`src/rtl/seg_pkg.sv`:
```
// Shared constants for the 7-segment scan driver: blank pattern, hex segment table, sizing helper.
package seg_pkg;

  localparam logic [6:0] SEG_BLANK = 7'h7F;

  // Active-low g..a patterns, entry n at bits [7n+6:7n].
  localparam logic [16*7-1:0] SEG_HEX_TABLE = {
    7'h0E, 7'h06, 7'h21, 7'h46, 7'h03, 7'h08, 7'h10, 7'h00,
    7'h78, 7'h02, 7'h12, 7'h19, 7'h30, 7'h24, 7'h79, 7'h40
  };

  typedef enum logic {
    PHASE_LIT  = 1'b0,
    PHASE_DARK = 1'b1
  } blink_phase_e;

  function automatic int unsigned clog2(input int unsigned n);
    return (n < 2) ? 1 : $clog2(n);
  endfunction

endpackage

```
`src/rtl/seg_scan_driver_hex7seg_dec.sv`:
```
// Combinational hex nibble to active-low g..a segment decoder.
module hex7seg_dec
  import seg_pkg::*;
(
  input  logic [3:0] nib,
  output logic [6:0] seg_n
);

  assign seg_n = SEG_HEX_TABLE[nib*7 +: 7];

endmodule

```
`src/rtl/seg_scan_driver.sv`:
```
// Time-multiplexed common-anode 7-segment driver with frame-aligned loads and leading-zero blanking.
// Optional blinking of masked digits when SEG_BLINK_EN is defined.
module seg_scan_driver
  import seg_pkg::*;
#(
  parameter int unsigned DIGITS       = 8,
  parameter int unsigned SCAN_DIV     = 50000,
  parameter int unsigned BLINK_FRAMES = 64
) (
  input  logic                  clk,
  input  logic                  rst_n,
  input  logic                  load,
  input  logic [4*DIGITS-1:0]   data,
  input  logic [DIGITS-1:0]     dp_in,
  input  logic                  blank_lz,
`ifdef SEG_BLINK_EN
  input  logic [DIGITS-1:0]     blink_mask,
`endif
  output logic [6:0]            seg_n,
  output logic                  dp_n,
  output logic [DIGITS-1:0]     an_n,
  output logic                  frame_tick
);

  localparam int unsigned IW = clog2(DIGITS);
  localparam int unsigned PW = clog2(SCAN_DIV);
  localparam logic [IW-1:0] IDX_LAST   = IW'(DIGITS - 1);
  localparam logic [PW-1:0] PRESC_LAST = PW'(SCAN_DIV - 1);

  if (DIGITS < 1 || DIGITS > 16) begin : g_bad_digits
    $error("seg_scan_driver: DIGITS must be 1..16");
  end
  if (SCAN_DIV < 2) begin : g_bad_div
    $error("seg_scan_driver: SCAN_DIV must be >= 2");
  end
  if (BLINK_FRAMES < 1) begin : g_bad_blink
    $error("seg_scan_driver: BLINK_FRAMES must be >= 1");
  end

  logic [PW-1:0]         presc;
  logic [IW-1:0]         idx;
  logic [4*DIGITS-1:0]   shadow_data;
  logic [4*DIGITS-1:0]   disp_data;
  logic [DIGITS-1:0]     shadow_dp;
  logic [DIGITS-1:0]     disp_dp;
  logic                  pending;
  logic                  slot_end;
  logic                  wrap;
  logic [3:0]            nib;
  logic [6:0]            dec_seg;
  logic [DIGITS-1:0]     lz;
  logic                  zero_run;
  logic                  dark;

  assign slot_end   = (presc == PRESC_LAST);
  assign wrap       = slot_end && (idx == IDX_LAST);
  assign frame_tick = wrap;
  assign nib        = disp_data[{idx, 2'b00} +: 4];

  hex7seg_dec u_dec (
    .nib   (nib),
    .seg_n (dec_seg)
  );

  // A digit is a leading zero when it and every digit above it are zero; digit 0 never qualifies.
  always_comb begin
    lz       = '0;
    zero_run = 1'b1;
    for (int unsigned i = DIGITS - 1; i > 0; i--) begin
      zero_run = zero_run && (disp_data[4*i +: 4] == 4'h0);
      lz[i]    = zero_run;
    end
  end

`ifdef SEG_BLINK_EN
  localparam int unsigned FW = clog2(BLINK_FRAMES);
  localparam logic [FW-1:0] FRAME_LAST = FW'(BLINK_FRAMES - 1);

  logic [FW-1:0] frame_cnt;
  blink_phase_e  blink_phase;

  always_ff @(posedge clk or negedge rst_n) begin
    if (!rst_n) begin
      frame_cnt   <= '0;
      blink_phase <= PHASE_LIT;
    end else if (wrap) begin
      if (frame_cnt == FRAME_LAST) begin
        frame_cnt   <= '0;
        blink_phase <= (blink_phase == PHASE_LIT) ? PHASE_DARK : PHASE_LIT;
      end else begin
        frame_cnt <= frame_cnt + 1'b1;
      end
    end
  end

  assign dark = (blink_phase == PHASE_DARK) && blink_mask[idx];
`else
  assign dark = 1'b0;
`endif

  always_ff @(posedge clk or negedge rst_n) begin
    if (!rst_n) begin
      presc       <= '0;
      idx         <= '0;
      shadow_data <= '0;
      shadow_dp   <= '0;
      disp_data   <= '0;
      disp_dp     <= '0;
      pending     <= 1'b0;
      seg_n       <= SEG_BLANK;
      dp_n        <= 1'b1;
      an_n        <= '1;
    end else begin
      if (slot_end) begin
        presc <= '0;
        idx   <= (idx == IDX_LAST) ? '0 : idx + 1'b1;
      end else begin
        presc <= presc + 1'b1;
      end

      // Commit reads the pre-edge shadow, so a load coinciding with the boundary waits one frame.
      if (wrap && pending) begin
        disp_data <= shadow_data;
        disp_dp   <= shadow_dp;
      end
      if (load) begin
        shadow_data <= data;
        shadow_dp   <= dp_in;
        pending     <= 1'b1;
      end else if (wrap) begin
        pending <= 1'b0;
      end

      seg_n <= (dark || (blank_lz && lz[idx])) ? SEG_BLANK : dec_seg;
      dp_n  <= ~(disp_dp[idx] && !dark);
      an_n  <= (presc == '0) ? '1 : ~(DIGITS'(1) << idx);
    end
  end

endmodule

```
`config.mk`:
```
export PLATFORM = sky130hd
export DESIGN_NAME = seg_scan_driver
export DESIGN_NICKNAME = d
export VERILOG_FILES = /design/src/rtl/seg_pkg.sv /design/src/rtl/seg_scan_driver_hex7seg_dec.sv /design/src/rtl/seg_scan_driver.sv
export SDC_FILE = /design/constraint.sdc
export NUM_CORES = 1
export LEC_CHECK = 0
export ABC_AREA = 1
export BUFFER_PORTS_ARGS = -buffer_cell sky130_fd_sc_hd__buf_2
export CORE_ASPECT_RATIO = 0.75
export CORE_UTILIZATION = 44
export DETAILED_ROUTE_END_ITERATION = 12
export PLACE_DENSITY = 0.66
export SYNTH_ARGS = -nofsm -noshare
export SYNTH_HDL_FRONTEND = slang
export SYNTH_HIERARCHICAL = 1
export SYNTH_SLANG_ARGS = --single-unit
```
`constraint.sdc`:
```
create_clock -name clk -period 2.1 [get_ports clk]
set_input_delay 0.105 -clock clk [delete_from_list [all_inputs] [get_ports clk]]
set_output_delay 0.105 -clock clk [all_outputs]
set_load 0.005 [all_outputs]
```
# Yosys cells after proc, flatten, opt, wreduce, memory -nomap -nowiden
# Index checks and enable logic that the tools add are counted.
# W data, S select, Z words.
# op_classes
mul	1
order_cmp	1
mux	10
reduce_logical	18
n_addsub	2
n_bitwise	2
n_shift	3
n_eq_ne	2
div	0
# ops
cell	n
$shiftx A112 B8 Y7 const A	1
$shiftx A32 B6 Y4	1
$logic_not A4 Y1	7
$add A16 B1 Y16 const B	1
$eq A16 B16 Y1 const B	1
$logic_not A16 Y1	1
$mux W16	1
$logic_and A1 B1 Y1	9
$mux W8	1
$not A8 Y8	1
$shl A1 B3 Y8 const A	1
$mul A4 B3 Y7 const B	1
$mux W7	1
$bmux W1 S3	2
$lt A3 B4 Y1 const B	1
$mux W1	4
$add A3 B1 Y3 const B	1
$eq A3 B3 Y1 const B	1
$mux W3	1
$reduce_bool A2 Y1	1
$not A1 Y1	1
# word_totals
mem_bits_ro	0
latch_bits	0
ram_bits	0
ff_bits	116
input_bits	44
mem_count	0

# Longest topological paths before layout
# Gate-level depths: netlist of run 1.
# depth
depth_word	11
depth_mapped	15
mapped_depth_nobuf	14

# Cells and area by module
# Netlist of run 1, hierarchy kept.
# modules_own_cells
module	area_each_um2	cells_each	seq_area_each_um2	instances
seg_scan_driver	5347.6	662	2922.8	1
hex7seg_dec	280.3	52	0.0	1

# Worst setup path after synthesis of run 1
# OpenSTA, ideal clock, no wires.
# synth_path
kind	register to register
start	reg idx[0]
end	reg seg_n[3]
setup_slack_ns	0.093
path_stages_with_launch	14
arrival_time_ns	1.945
synth_period_minus_slack_ns	2.007
cell_sequence	dfrtp_1 > inv_1 > clkbuf_1 > nor2_1 > o22ai_1 > nand2_1 > nand2_1 > inv_1 > ha_1 > nand2_1 > nand3_1 > nand2_1 > inv_1 > nand2_1
# synth_between
elab_chain_cells	4
# synth_rtl
item	line	text
start, declared	seg_scan_driver.sv:41	logic [IW-1:0] idx;
start signal, assigned	seg_scan_driver.sv:116	idx <= (idx == IDX_LAST) ? '0 : idx + 1'b1;
$shiftx A32 B6 Y4	seg_scan_driver.sv:58	assign nib = disp_data[{idx, 2'b00} +: 4];
via nib[0]	seg_scan_driver.sv:49	logic [3:0] nib;
$mul A4 B3 Y7	seg_scan_driver_hex7seg_dec.sv:9	assign seg_n = SEG_HEX_TABLE[nib*7 +: 7];
$shiftx A112 B8 Y7	seg_scan_driver_hex7seg_dec.sv:9	
via dec_seg[3]	seg_scan_driver.sv:50	logic [6:0] dec_seg;
$mux W7	seg_scan_driver.sv:134	seg_n <= (dark || (blank_lz && lz[idx])) ? SEG_BLANK : dec_seg;
end signal, assigned	seg_scan_driver.sv:134	
end, declared	seg_scan_driver.sv:19	output logic [6:0] seg_n,
# The timed path passes the listed nets, and every way through them passes these cells. The select of a mux whose other input is x is not followed.
# A chain may end at the register's enable or synchronous reset.

# Worst setup path in the final report of run 1
# layout_path
start	reg idx[0]
end	out frame_tick
# layout_between
elab_chain_cells	2
# layout_rtl
item	line	text
$eq A3 B3 Y1	seg_scan_driver.sv:56	assign wrap = slot_end && (idx == IDX_LAST);
$logic_and A1 B1 Y1	seg_scan_driver.sv:56	
end, declared	seg_scan_driver.sv:22	output logic frame_tick
# No other way between the ends.

==> metrics.csv, run 1 <==
stage,metric,value,unit
critical_path,most frequent CP cell,buf_12,
yosys,number of synthesized flops with an enable pin,0,
critical_path,Worst Path Required,2000,ps
clock_network,"CTS clk-pin slew, worst paths",60,ps
yosys,YS warnings,6,
yosys,Post-synth ARST share,100,%
global_routing,Total GRT Usage,21.3,%
cells_and_area,diode count,0,
route,routed vias/inst,4.94,
critical_path,Top delay family on crit path,buffers and inverters,
yosys,largest family of logic cells by synthesized area,simple AND/OR/NAND/NOR gates,
floorplanning,Die ar.,13300,um^2
global_routing,first-pass GRT wire length,22400,um
critical_path,reg2reg start,idx[0],
yosys,Post-Synth XOR/XNOR Area,0.778,%
critical_path,largest fanout on the critical path,23,
critical_path,Crit path largest cell delay,430,ps
outcome,status,"finished, final reports clean",
yosys,syn_area_per_cell,7.88,um^2
min_path,hold path depth,4,
floorplanning,overall die width,133,um
cells_and_area,"commonest non-fill, non-tap cell in the layout",nand2_1,
timing,Final Max Tran Viols,0,
timing,Fin Setup TNS,0,ps
clock_network,# clock sinks,116,
clock_network,worst skew pair latency,410,ps
placed_design,routability congestion estimate from global placement,0.904,
floorplanning,DIE HEIGHT,99.9,um
floorplanning,Initial Util,45.4,%
global_routing,initial antenna violation count,0,
cells_and_area,area grow syn2layout,28.9,%
placed_design,port buffer count,60,
floorplanning,core box area,12400,um^2
min_path,Hold WC Path Type,in -> reg,
route,post-DR wirelength/cell,13.1,um
yosys,Synth Area in Adders,3.33,%
critical_path,Crit. End Element,primary output,
clock_network,H-Tree Level Count,4,
critical_path,crit path DAT,1890,ps
timing,final worst-path cycle share,95.0,%
cells_and_area,fin nets,884,
yosys,Simple-Gate Fraction of Synth Area,33.5,%
cells_and_area,share of layout cells above drive strength 1,18.5,%
critical_path,CP Launch Type,flop,
pwr,Pwr Density,728,nW/um^2
route,ANT nets after route,0,
clock_network,CTS tree,done,
timing,Max Fclk,501,MHz
job,MaxCap Viol Count,0,
global_routing,largest net degree at the start of global routing,117,
yosys,post-synthesis compound-gate area fraction,4.14,%
min_path,Hold EP,shadow_dp[6],
timing,Tmin final,2000,ps
timing,Final setup violation count,0,
critical_path,r2r setup slk,140,ps
critical_path,worst r2r dst,seg_n[3],
critical_path,Crit-path slowest cell,dfrtp_2,
timing,max-slew headroom at the worst pin,59.6,%
placed_design,DP Wirelength,8510,um
global_routing,vias in the first global route,4713,
yosys,Synth Cell Area,5630,um^2
global_routing,Congestion Overflow GR,0,
route,Residual DRC,0,
yosys,post-synth cell types,26,
min_path,min-delay src,load,
timing,Worst Tran Pin Value,606,ps
yosys,mux cell area share after synthesis,0,%
pwr,Worst VDD drop,566,uV
clock_network,CTS max path bufs,2,
floorplanning,I/O pin count,61,
critical_path,crit path kind,reg -> out,
route,Vias,4963,
route,drt pass-1 iters,5,
timing,clock skew,9.38,ps
pwr,Static Leak,0.00379,uW
clock_network,Root Buffer,clkbuf_16,
timing,Final Hold Fails,0,
route,Total Wirelength,13200,um
placed_design,dpl cell area,6120,um^2
yosys,#FFs+latches synth,116,
cells_and_area,most frequent cells in the layout,"nand2_1, dfrtp_1, nor2_1, buf_2, nand4_1",
yosys,Post-synth top flop,dfrtp_1,
yosys,"Seq/Total Area, Yosys",51.9,%
yosys,Syn Nets,773,
critical_path,worst path cell trace,"buf_12, ha_2, ha_4, buf_12, inv_1, nor2_1, buf_2",
floorplanning,Core Rows,35,
yosys,Post-Syn Instances,714,
route,initial detailed-routing violation count,315,
clock_network,Inserted Clock Buffers,17,
critical_path,Worst Path Buf+Inv,4,
cells_and_area,fin area,7250,um^2
critical_path,R2R depth,13,
==> flip-flops by register name (all words and copies together), names as in the netlist, 3 cells and up <==
| register | count |
|---|---|
| an_n | 8 |
| disp_data | 32 |
| disp_dp | 8 |
| idx | 3 |
| presc | 16 |
| seg_n | 7 |
| shadow_data | 32 |
| shadow_dp | 8 |
==> how the worst max path moves through the flow <==
stage	startpoint	end	slack, ps	depth (start not counted)
after floorplan	idx[0]	seg_n[3]	90	13
after global placement	idx[1]	seg_n[3]	90	12
after detailed placement	idx[1]	seg_n[3]	-30	12
after CTS	idx[0]	frame_tick	7	7
after global routing	idx[0]	seg_n[3]	-30	13
final	idx[0]	frame_tick	100	7
==> kinds of logic after synthesis <==
| group | after synthesis |
|---|---|
| DFF | 116 |
| xor gates and xnor gates | 5 |
| buffers and inverters | 80 |
| adders and majority gates | 15 |
| and+or+nand+nor | 455 |
| AOI/OAI and AO/OA | 43 |
==> per-stage QoR <==
stage	setup slack, ps	instances	util (%)	hold slack [ps]	power [uW]
final	105	1004	58.5	234	5280
after detailed placement	-27.7	919	49.4	240	2570
after global routing	-27.5	1004	58.5	263	5500
after CTS	6.98	992	57.3	217	5340
after global placement	88.4	919	49.4	230	2560
after floorplan	92.9	714	-	-191	2450
==> Yosys cell counts, types with 2 or more instances <==
cell	number	share of area [%]
o22ai_1	8	0.89
nand3_2	2	0.36
nor2_1	72	4.8
dfstp_2	16	7.5
clkbuf_1	22	1.5
buf_6	5	1.0
buf_2	11	0.98
nand2_1	298	20
xor2_1	5	0.78
dfrtp_1	100	44
o21bai_1	2	0.27
ha_1	15	3.3
o21ai_0	25	2.2
a21oi_1	5	0.44
nand4_1	48	5.3
o21ai_1	2	0.18
nand3_1	27	2.4
nor3_1	5	0.44
inv_1	39	2.6
==> routing by layer <==
layer	vias up	GRT usage (%)	part of all wire, %
li1	2510	-	-
met1	2318	30.1	50
met2	120	33.1	45
met3	15	4.29	4.1
met4	0	6.45	0.99
met5	-	0	0
==> what timing repair did <==
action,CTS,global route
pin swaps,0,2
resized for setup,4,16
endpoints found under the setup margin,3,8
hold buffers,41,0
gates cloned,0,2
buffers inserted,0,10
endpoints found under the hold margin,140,0
==> where the power goes <==
group | switching [uW] | internal, uW | leakage (uW) | total [uW]
Combinational | 123 | 116 | 0.00206 | 238
Sequential | 39.7 | 2310 | 0.00147 | 2350
Clock | 1060 | 1630 | 0.000263 | 2700
==> worst min-delay path, stage by stage <==
cell	delay, ps
buf_2	110
buf_4	250
nand2_1	100
nand2_1	40
==> cell type report <==
type / count / area (um^2)
repair buffers: 129 / 1000
well taps: 166 / 208
repair inverters: 1 / 7.51
multi-input cells: 518 / 2380
fillers: 1146 / 5140
inverters: 42 / 166
clock buffers: 18 / 429
clock inverters: 14 / 131
flip-flops and latches: 116 / 2930
Power figures use the tool's default switching activity.
==> run 2: changes to the inputs <==
==> constraint.sdc (replaced) <==
create_clock -name clk -period 2.1 [get_ports clk]
set_input_delay 0.525 -clock clk [delete_from_list [all_inputs] [get_ports clk]]
set_output_delay 0.525 -clock clk [all_outputs]
set_load 0.005 [all_outputs]
==> metrics.csv, run 2 (same netlist as run 1, synthesis figures left out) <==
stage,metric,value,unit,change
timing,final worst-path cycle share,100,%,was 95.0%
cells_and_area,layout filler cell count,1095,,was 1146
placed_design,DP Wirelength,8760,um,was 8510 um
pwr,Worst VDD drop,576,uV,was 566 uV
clock_network,worst skew pair latency,420,ps,was 410 ps
clock_network,# clock sinks,116,,unchanged
critical_path,CP Launch Type,flop,,unchanged
floorplanning,core box area,12400,um^2,unchanged
pwr,Static Leak,0.00382,uW,was 0.00379 uW
clock_network,"CTS clk-pin slew, worst paths",60,ps,about the same
floorplanning,Core Rows,35,,unchanged
critical_path,crit path DAT,2410,ps,was 1890 ps
route,initial detailed-routing violation count,392,,was 315
floorplanning,overall die width,133,um,unchanged
timing,Worst Tran Pin Value,564,ps,was 606 ps
critical_path,worst path cell trace,"nor2_4, nand2_2, nor2_2, buf_4, buf_4, buf_4, buf_4, buf_4, buf_4, nand4_1, buf_6, clkbuf_16, nand2_1, nand2_1",,"was buf_12, ha_2, ha_4, buf_12, inv_1, nor2_1, buf_2"
timing,Final setup violation count,0,,unchanged
pwr,Clock power frac,53.7,%,was 51.1%
clock_network,Root Buffer,clkbuf_16,,unchanged
placed_design,routability congestion estimate from global placement,0.860,,was 0.904
global_routing,Congestion Overflow GR,0,,unchanged
min_path,Hold WC Path Type,in -> async,,was in -> reg
clock_network,post-cts hold buffer count,0,,was 41
route,post-DR wirelength/cell,14.6,um,was 13.1 um
pwr,Reg power frac,42.9,%,was 44.4%
critical_path,Crit-path slowest cell,dfrtp_2,,unchanged
route,Total Wirelength,14500,um,was 13200 um
pwr,Combinational Power Share,3.4,%,was 4.5%
timing,Final Hold Fails,0,,unchanged
floorplanning,DIE HEIGHT,99.9,um,unchanged
route,drt pass-1 iters,4,,was 5
cells_and_area,most frequent cells in the layout,"nand2_1, dfrtp_1, nor2_1, buf_2, buf_4",,"was nand2_1, dfrtp_1, nor2_1, buf_2, nand4_1"
cells_and_area,diode count,0,,unchanged
global_routing,vias in the first global route,4803,,was 4713
timing,Final Max Tran Viols,0,,unchanged
clock_network,CTS tree,done,,unchanged
cells_and_area,final cell count without fillers,996,,was 1004
floorplanning,I/O pin count,61,,unchanged
timing,clock skew,9.73,ps,was 9.38 ps
global_routing,largest net degree at the start of global routing,44,,was 117
cells_and_area,"commonest non-fill, non-tap cell in the layout",nand2_1,,unchanged
job,MaxCap Viol Count,0,,unchanged
timing,max-slew headroom at the worst pin,62.4,%,was 59.6%
critical_path,Worst Path Required,2410,ps,was 2000 ps
global_routing,first-pass GRT wire length,23300,um,was 22400 um
floorplanning,Die ar.,13300,um^2,unchanged
global_routing,Total GRT Usage,22.5,%,was 21.3%
clock_network,CTS max path bufs,2,,unchanged
critical_path,most frequent CP cell,buf_4,,was buf_12
route,routed vias/inst,5.08,,was 4.94
timing,Max Fclk,476,MHz,was 501 MHz
outcome,status,"finished, final reports clean",,unchanged
route,Residual DRC,0,,unchanged
cells_and_area,Register Area,2930,um^2,about the same
placed_design,Cell Count Post-Placement,924,,was 919
floorplanning,Initial Util,45.4,%,unchanged
clock_network,H-Tree Level Count,4,,unchanged
global_routing,initial antenna violation count,0,,unchanged
timing,Final Hold Slack,82.1,ps,was 234 ps
timing,Tmin final,2100,ps,was 2000 ps
pwr,Psw,1270,uW,was 1230 uW
cells_and_area,area grow syn2layout,28.2,%,was 28.9%
pwr,Pwr Density,758,nW/um^2,was 728 nW/um^2
critical_path,largest fanout on the critical path,10,,was 23
cells_and_area,fin nets,876,,was 884
critical_path,Crit path largest cell delay,440,ps,was 430 ps
cells_and_area,biggest regs,"disp_data (32), shadow_data (32), presc (16)",,unchanged
pwr,Switching Fraction,23.1,%,was 23.2%
clock_network,Inserted Clock Buffers,17,,unchanged
pwr,Pint,4200,uW,was 4060 uW
placed_design,port buffer count,60,,unchanged
cells_and_area,Multi-input gate area,2440,um^2,was 2380 um^2
critical_path,crit path kind,reg -> reg,,was reg -> out
critical_path,Crit. End Element,flop,,was primary output
route,Vias,5057,,was 4963
route,ANT nets after route,0,,unchanged
cells_and_area,share of layout cells above drive strength 1,24.8,%,was 18.5%
-- run 2: critical path, delay by kind of cell (launching register included) --
family	cells	cell delay, ps
buf+inv	8	930
flops	1	440
simple gates	6	600
-- run 2: power groups by stage --
stage	combinational, uW	sequential (uW)	clock [uW]
finish	189	2350	2930
global route	223	2350	3070
CTS	195	2350	2980
detailed placement	194	2380	0
global placement	187	2380	0
floorplan	79.9	2370	0
-- run 2: timing repair --
action / CTS / global route
setup buffers: 20 / 16
pin swaps: 5 / 6
resized for setup: 18 / 22
setup endpoints to repair: 1 / 48
gates cloned: 0 / 4
-- run 2: layout make-up --
| cell class | count | area share, % |
|---|---|---|
| Sequential cell | 116 | 40.7 |
| Timing Repair Buffer | 121 | 11.9 |
| Tap cell | 166 | 2.88 |
| Clock buffer | 19 | 6.28 |
| Inverter | 42 | 2.31 |
| Timing Repair inverter | 1 | 0.104 |
| Multi-Input combinational cell | 518 | 33.8 |
| Clock inverter | 13 | 2.06 |
-- run 2: metrics by stage --
stage	total power, uW	utilization [%]	setup slack (ps)	TNS, ps	area [um^2]
after floorplan	2450	-	92.9	0	5630
after global placement	2570	49.7	152	0	6160
after detailed placement	2580	49.7	23.4	0	6160
after CTS	5520	56.3	5.77	0	6970
after global routing	5650	58.2	-71.8	-2010	7220
final	5470	58.2	0.822	0	7220
-- run 2: routing by layer --
metal	track usage, %	vias up	routed length [um]
met5	0	-	0
met4	8.22	0	231
met3	5.35	27	870
met2	36.0	178	6660
met1	30.0	2361	6740
li1	-	2491	-
-- run 2: path summary, 6_finish.rpt --
kind	start	endpoint	slack [ps]	cells past startpoint
min	rst_n	presc[5]	80	1
max	presc[5]	disp_dp[6]	0.8	14
min reg2reg	shadow_data[26]	shadow_data[26]	470	2
max in group asynchronous	rst_n	dp_n	1370	2
max reg2reg	presc[5]	disp_dp[6]	0.8	14
min in group clk	data[1]	shadow_data[1]	300	3
